===== src/rtl/legv8_pkg.sv =====
// Shared LEGv8 datapath definitions: register file geometry and common
// operand types, reused by decode, the ALU and the register file.
package legv8_pkg;

    localparam int DATA_W   = 64;
    localparam int ADDR_W   = 5;
    localparam int NUM_REGS = 32;
    localparam int XZR_IDX  = 31;

    typedef logic [ADDR_W-1:0] reg_addr_t;
    typedef logic [DATA_W-1:0] dword_t;

    // True when the address selects the hard-wired zero register.
    function automatic logic is_xzr(input reg_addr_t addr);
        return (addr == reg_addr_t'(XZR_IDX));
    endfunction

endpackage


===== src/rtl/reg64_cell.sv =====
// One architectural register: a DATA_W-bit flop with asynchronous
// active-low clear and a write enable. Holds its value when not enabled.
module reg64_cell
    import legv8_pkg::*;
(
    input  logic   clk,
    input  logic   rst_n,
    input  logic   we,
    input  dword_t d,
    output dword_t q
);

    dword_t q_d;
    dword_t q_q;

    // Next-state: load new data only when this cell is the write target.
    always_comb begin
        q_d = q_q;
        if (we) begin
            q_d = d;
        end else begin
            q_d = q_q;
        end
    end

    // State register; reset clears the cell without waiting for a clock.
    always_ff @(posedge clk or negedge rst_n) begin
        if (!rst_n) begin
            q_q <= {DATA_W{1'b0}};
        end else begin
            q_q <= q_d;
        end
    end

    assign q = q_q;

endmodule


===== src/rtl/sixty_four_bit_register_file.sv =====
// LEGv8 integer register file: 32 x 64-bit, two combinational read ports,
// one synchronous write port. Register 31 (XZR) reads zero and ignores writes.
// Reads are not forwarded from a same-cycle write; the pipeline handles hazards.
module sixty_four_bit_register_file
    import legv8_pkg::*;
(
    input  logic      clk,
    input  logic      rst_n,
    input  reg_addr_t read_reg_address_1,
    input  reg_addr_t read_reg_address_2,
    input  dword_t    data,
    input  reg_addr_t write_reg_address,
    input  logic      reg_write,
    output dword_t    reg_out_1,
    output dword_t    reg_out_2
);

    // Only the 31 real registers get an enable; XZR has no storage.
    logic [NUM_REGS-2:0] we_s;
    dword_t              regs_s [NUM_REGS];
    dword_t              rd1_s;
    dword_t              rd2_s;

    // Write decoder: one-hot of the write address, gated by reg_write.
    always_comb begin
        we_s = {(NUM_REGS-1){1'b0}};
        for (int i = 0; i < NUM_REGS - 1; i++) begin
            if (reg_write && (write_reg_address == reg_addr_t'(i))) begin
                we_s[i] = 1'b1;
            end else begin
                we_s[i] = 1'b0;
            end
        end
    end

    genvar g;
    generate
        for (g = 0; g < NUM_REGS - 1; g++) begin : g_cell
            reg64_cell u_cell (
                .clk   (clk),
                .rst_n (rst_n),
                .we    (we_s[g]),
                .d     (data),
                .q     (regs_s[g])
            );
        end
    endgenerate

    // XZR is a constant tie-off rather than a flop.
    assign regs_s[XZR_IDX] = {DATA_W{1'b0}};

    // Read port 1 multiplexer; XZR is forced to zero explicitly.
    always_comb begin
        rd1_s = {DATA_W{1'b0}};
        if (is_xzr(read_reg_address_1)) begin
            rd1_s = {DATA_W{1'b0}};
        end else begin
            rd1_s = regs_s[read_reg_address_1];
        end
    end

    // Read port 2 multiplexer, independent of port 1.
    always_comb begin
        rd2_s = {DATA_W{1'b0}};
        if (is_xzr(read_reg_address_2)) begin
            rd2_s = {DATA_W{1'b0}};
        end else begin
            rd2_s = regs_s[read_reg_address_2];
        end
    end

    assign reg_out_1 = rd1_s;
    assign reg_out_2 = rd2_s;

endmodule


===== config.mk =====
export PLATFORM = sky130hd
export DESIGN_NAME = sixty_four_bit_register_file
export DESIGN_NICKNAME = d
export VERILOG_FILES = /design/src/rtl/legv8_pkg.sv /design/src/rtl/reg64_cell.sv /design/src/rtl/sixty_four_bit_register_file.sv
export SDC_FILE = /design/constraint.sdc
export NUM_CORES = 2
export LEC_CHECK = 0
export BUFFER_PORTS_ARGS = -buffer_cell sky130_fd_sc_hd__buf_2
export CAP_MARGIN = 20
export CORE_UTILIZATION = 40
export DETAILED_ROUTE_END_ITERATION = 10
export MAX_ROUTING_LAYER = met4
export PLACE_DENSITY_LB_ADDON = 0.2
export SETUP_SLACK_MARGIN = 0.15
export SLEW_MARGIN = 20
export SYNTH_ARGS = -nofsm -noshare
export SYNTH_HDL_FRONTEND = slang
export SYNTH_SLANG_ARGS = --single-unit

===== constraint.sdc =====
create_clock -name clk -period 2.7 [get_ports clk]
set_input_delay 0.27 -clock clk [delete_from_list [all_inputs] [get_ports clk]]
set_output_delay 0.27 -clock clk [all_outputs]
set_load 0.02 [all_outputs]

# [Word level (Yosys, flattened, before mapping)]
# Index checks and enable logic that the tools add are counted.
[word_totals] regBits=1984 latchBits=0 ram_bits=0 mem_bits_ro=0 word_cells=138 mem_count=0
[op_classes] addsub=0 n_mul=0 div_mod_pow=0 order_cmp=2 eq_ne=32 shifts=0 mux=39 bitwise_logic=2 reduce_logical=32
[op_table] op="$bmux W64 S5" n=2
[op_table] op="$mux W64" n=6
[op_table] op="$eq A5 B5 Y1 const B" n=17
[op_table] op="$eq A5 B4 Y1 const B" n=8
[op_table] op="$logic_and A1 B1 Y1" n=31
[op_table] op="$mux W1" n=31
[op_table] op="$eq A5 B3 Y1 const B" n=4
[op_table] op="$ge A6 B6 Y1 const B" n=2
[op_table] op="$not A5 Y6" n=2
[op_table] op="$eq A5 B2 Y1 const B" n=2
[op_table] op="$eq A5 B1 Y1 const B" n=1
[op_table] op="$logic_not A5 Y1" n=1

# [Logic depth before layout (Yosys ltp)]
[depth] depth_word=5 mapped_depth=9

# [Modules after synthesis]
# A second synthesis with hierarchy kept.
[hier_totals] cells_unflattened=7370 area_unflattened_um2=116575.6
[modules_own_cells] mod="reg64_cell" instances=31 cells_each=135 area_each_um2=2678.8
[modules_own_cells] mod="sixty_four_bit_register_file" instances=1 cells_each=3185 area_each_um2=33532.2

# [Least setup slack after synthesis]
# No wires, ideal clock.
[synth_timing] path_type="input port to output port" start="input port read_reg_address_1[0]" end="output port reg_out_1[23]" arrival_time_ns=2.030 t_required_ns=2.430 setup_slack_ns=0.400 stages=8 n_path_buf=4 path_cell_list="buf_2 -> buf_4 -> inv_1 -> buf_2 -> buf_1 -> nand2_1 -> a21o_1 -> a311oi_1"
[synth_between] elab_chain_cells=5 elab_cells_between_ends=6 classes_between="eq/ne (1); mux (4); bitwise (1)"
[synth_lines] element="from (decl)" line_no="sixty_four_bit_register_file.sv:9" rtl="input reg_addr_t read_reg_address_1,"
[synth_lines] element="$not A5 Y6 (not written as such)" line_no="sixty_four_bit_register_file.sv:58" rtl="rd1_s = regs_s[read_reg_address_1];"
[synth_lines] element="$bmux W64 S5" line_no="sixty_four_bit_register_file.sv:58"
[synth_lines] element="$mux W64 (not written as such) (2 in series)" line_no="sixty_four_bit_register_file.sv:58"
[synth_lines] element="$mux W64 (*)" line_no="sixty_four_bit_register_file.sv:55" rtl="if (is_xzr(read_reg_address_1)) begin"
[synth_lines] element="to (decl)" line_no="sixty_four_bit_register_file.sv:14" rtl="output dword_t reg_out_1,"
# Every way passes the cells marked *; elsewhere a longest branch is shown, timed or not. The select of a mux whose other input is x is not followed.

# [Worst setup path in the final report]
[layout_timing] start="register g_cell[16].u_cell.q_q[60]" end="output port reg_out_1[60]"
[layout_between] elab_chain_cells=4
[layout_lines] element="from (decl)" line_no="reg64_cell.sv:14" rtl="dword_t q_q;"
[layout_lines] element="from (signal assigned)" line_no="reg64_cell.sv:29" rtl="q_q <= {DATA_W{1'b0}};"
[layout_lines] element="from (signal assigned)" line_no="reg64_cell.sv:31" rtl="q_q <= q_d;"
[layout_lines] element="$bmux W64 S5" line_no="sixty_four_bit_register_file.sv:58"
[layout_lines] element="$mux W64 (not written as such) (2 in series)" line_no="sixty_four_bit_register_file.sv:58"
[layout_lines] element="$mux W64" line_no="sixty_four_bit_register_file.sv:55"
# No other way between the ends. The select of a mux whose other input is x is not followed.

==> impl_metrics.yaml <==
outcome:
  status: "finished, violations left"
  violations: "negative setup slack"
clock_network:
  cts_buffers: 223
  cts_root_buffer: "clkbuf_16"
  cts_tree: "built"
  worst_skew_pair.late_latency_ns: 0.90
  clk_pin_slew_ns: 0.07
  cts_num_sinks: 1984
  cts.htree.levels: 4
  cts.path.max_buffers: 4
global_routing:
  grt-ovfl-total: 0
  grtUsageTotal: 0.3010
  grt_pass1_wl_um: 558500
  grt_pass1_vias: 73150
  grt_max_degree: 108
  antenna_found_initial: 32
timing:
  rsz0062_at_grt: "true"
  fmax_mhz: 327.4
  worst_slew_pin_slew_ns: 0.9886
  setup_viol: 125
  skew_ns: 0
  finalCriticalPeriod_ns: 3.054
  finalCritPeriodShare: 1.131
  fin_ws_ns: -0.3544
  fin_tns_setup_ns: -11.14
  maxSlewViolCount: 0
  max_slew_margin: 0.3358
  hold_violations: 0
layout:
  utilization: 0.4819
  nets: 7573
  regArea_um2: 49650
  design_area_um2: 126700
  drive_above_1_share: 0.5792
  nFillCells: 22790
  fin_cells: 11200
  area_growth_pct: 19.53
  multi_input_area_um2: 54250
  largest_reg_flops: 1984
critical_path:
  path_max_fanout: 3
  worst_setup_path_end_kind: "output pin"
  crit_required_ns: 2.43
  slowest_delay_ns: 0.57
  arrival_ns: 2.78
  crit_chain: "mux4_2 > mux2i_4 > nor3b_2 > or4_4 > buf_6"
  cp-start-kind: "flop"
  crit_type: "reg2out"
  slowest_stage: "or4_4"
detailed_routing:
  drtIter0Drc: 6576
  wl_per_cell_um: 34.75
  via_per_inst: 6.345
  drt_wl_total_um: 389100
  drc: 0
  ant_nets: 0
  dr.pass1.iters: 6
  dr_total_vias: 71050
die:
  io_pins: 210
  fp.dieH_um: 516.9
  initial_core_util: 0.4032
  row_count: 188
  die_area_um2: 267100
  dieWidth_um: 516.9
  core-area_um2: 263000
synth:
  ys_seq_area_frac: 0.4682
  synth.distinct_cells: 52
  syn-cell-area_um2: 106000
  synth-warning-count: 0
  synthTopCellsByArea: "dfrtp_1 (47%), mux2_2 (23%), mux4_2 (17%), mux2i_1 (3.0%), buf_2 (1.6%)"
  synth_fp_nets: 7198
  synth_edf_count: 0
  ys.flop_type: "dfrtp_1"
  yosysTopAreaCellShare: 0.4682
  synthCells: 7116
  yosys.area.top_type: "dfrtp_1"
  async_flop_share: 1.000
  syn_area_per_cell_um2: 14.90
  ys_ff_latch: 1984
placed_design:
  placed_area_um2: 115900
  placedCellCount: 10630
  dp_hpwl_um: 236100
  port_buffers: 209
  gp_congestion: 0.8422
hold_path:
  min_path_type: "in2reg"
run:
  maxCapViolations: 0
power_and_ir_drop:
  max-vdd-ir-drop_mv: 0.5533
  p_leak_nw: 54.94
  power_density_nw_per_um2: 732.2
placed cells by master, fill, tap and decap left out, types with 63 or more instances in the layout:
master,netlist,final
a22o_1,64,64
buf_12,0,259
o22ai_1,120,109
mux2i_1,321,296
buf_6,10,123
a22oi_1,150,124
dfrtp_1,1984,1984
a211oi_1,69,69
buf_2,342,73
clkbuf_16,0,226
mux4_2,803,803
mux2_2,2179,2154
nor2_1,78,70
dlygate4sd3_1,0,63
buf_4,33,410
where the power goes:
| part | total [mW] | internal [mW] | switching, mW |
|---|---|---|---|
| Combinational | 21.4 | 12.6 | 8.79 |
| Clock | 31.6 | 18.8 | 12.9 |
| Sequential | 39.7 | 35.6 | 4.16 |
| Total | 92.8 | 67.0 | 25.8 |
synth_stat cells (3+ instances only):
library cell	count
mux2_2	2179
dfrtp_1	1984
mux4_2	803
clkbuf_1	364
buf_2	342
mux2i_1	321
a22oi_1	150
o22ai_1	120
nor2_1	78
a211oi_1	69
a211o_1	67
a22o_1	64
o21ai_0	61
nand2_1	57
nor2b_1	42
buf_1	37
nor3_1	34
a31oi_1	33
buf_4	33
inv_1	33
nand4_1	32
a221oi_1	29
a21o_1	28
a21oi_1	28
mux2_1	27
o32ai_1	26
nor2_2	11
buf_6	10
nand2b_1	7
nand3_1	5
o211ai_1	5
and2_1	4
nand3b_1	3
nand4b_1	3
or2_2	3
final timing paths:
path / startpoint / end / slack (ns) / cells past startpoint
min in group asynchronous: rst_n / g_cell[2].u_cell.q[58] / 0.34 / 3
worst max-delay path: g_cell[16].u_cell.q[60] / reg_out_1[60] / -0.35 / 5
worst min-delay path: data[40] / g_cell[14].u_cell.q[40] / 0.05 / 2
worst min register to register: g_cell[12].u_cell.q[13] / g_cell[12].u_cell.q[13] / 0.50 / 1
max in group asynchronous: rst_n / g_cell[21].u_cell.q[20] / 1.57 / 4
worst max register to register: g_cell[5].u_cell.q[18] / g_cell[5].u_cell.q[18] / 1.65 / 3
layout make-up:
type | count | share of cell area
Sequential cell | 1984 | 0.3917
Antenna cell | 30 | 0.0005923
Inverter | 34 | 0.001086
Tap cell | 3515 | 0.03470
Timing Repair Buffer | 936 | 0.08493
Multi-Input combinational cell | 4312 | 0.4280
Clock buffer | 317 | 0.05087
Clock inverter | 71 | 0.008046
routing by layer:
layer / up-vias / wire [µm] / global-route usage / part of all wire
met1: 38910 / 163600 / 0.4048 / 0.42
li1: 28360 / - / - / -
met2: 3010 / 178600 / 0.4516 / 0.46
met3: 772 / 30390 / 0.05969 / 0.078
met4: 0 / 16540 / 0.1098 / 0.043
met5: - / 0 / - / 0
stage by stage:
step / worst slack (ns) / hold WS [ns] / total power, mW
after global routing: -0.4189 / 0.02986 / 96.59
after floorplan: 0.4002 / -0.02559 / 53.11
after detailed placement: -0.1389 / 0.2880 / 59.97
after CTS: -0.4502 / 0.004870 / 92.90
final: -0.3544 / 0.04618 / 92.80
after global placement: -0.1674 / 0.2898 / 59.13
cells by family (layout without fill, tap and decap cells):
kind of cell           Yosys count  after routing  share of synthesized area
muxes                         3330           3330                     0.4352
DFF                           1984           1984                     0.4682
buffers and inverters          820           1358                    0.03494
AOI/OAI and AO/OA              691            691                    0.04736
and+or+nand+nor                291            291                    0.01431
other                            0             30                          0
worst max-delay path: cells and delay by family (launching register included):
family                 cells  cell delay [ns]
buffers and inverters      1             0.16
DFF                        1             0.40
muxes                      2             0.69
and+or+nand+nor            2             0.63
timing repair:
action                     in CTS  in global routing
setup buffers                  59                 24
hold buffers                   64                  0
hold endpoints to repair     2711                  0
setup endpoints to repair     128                128
cloned                          0                  0
pin swaps                     220                101
resized for setup             416                 66
(Power assumes the default switching activity.)
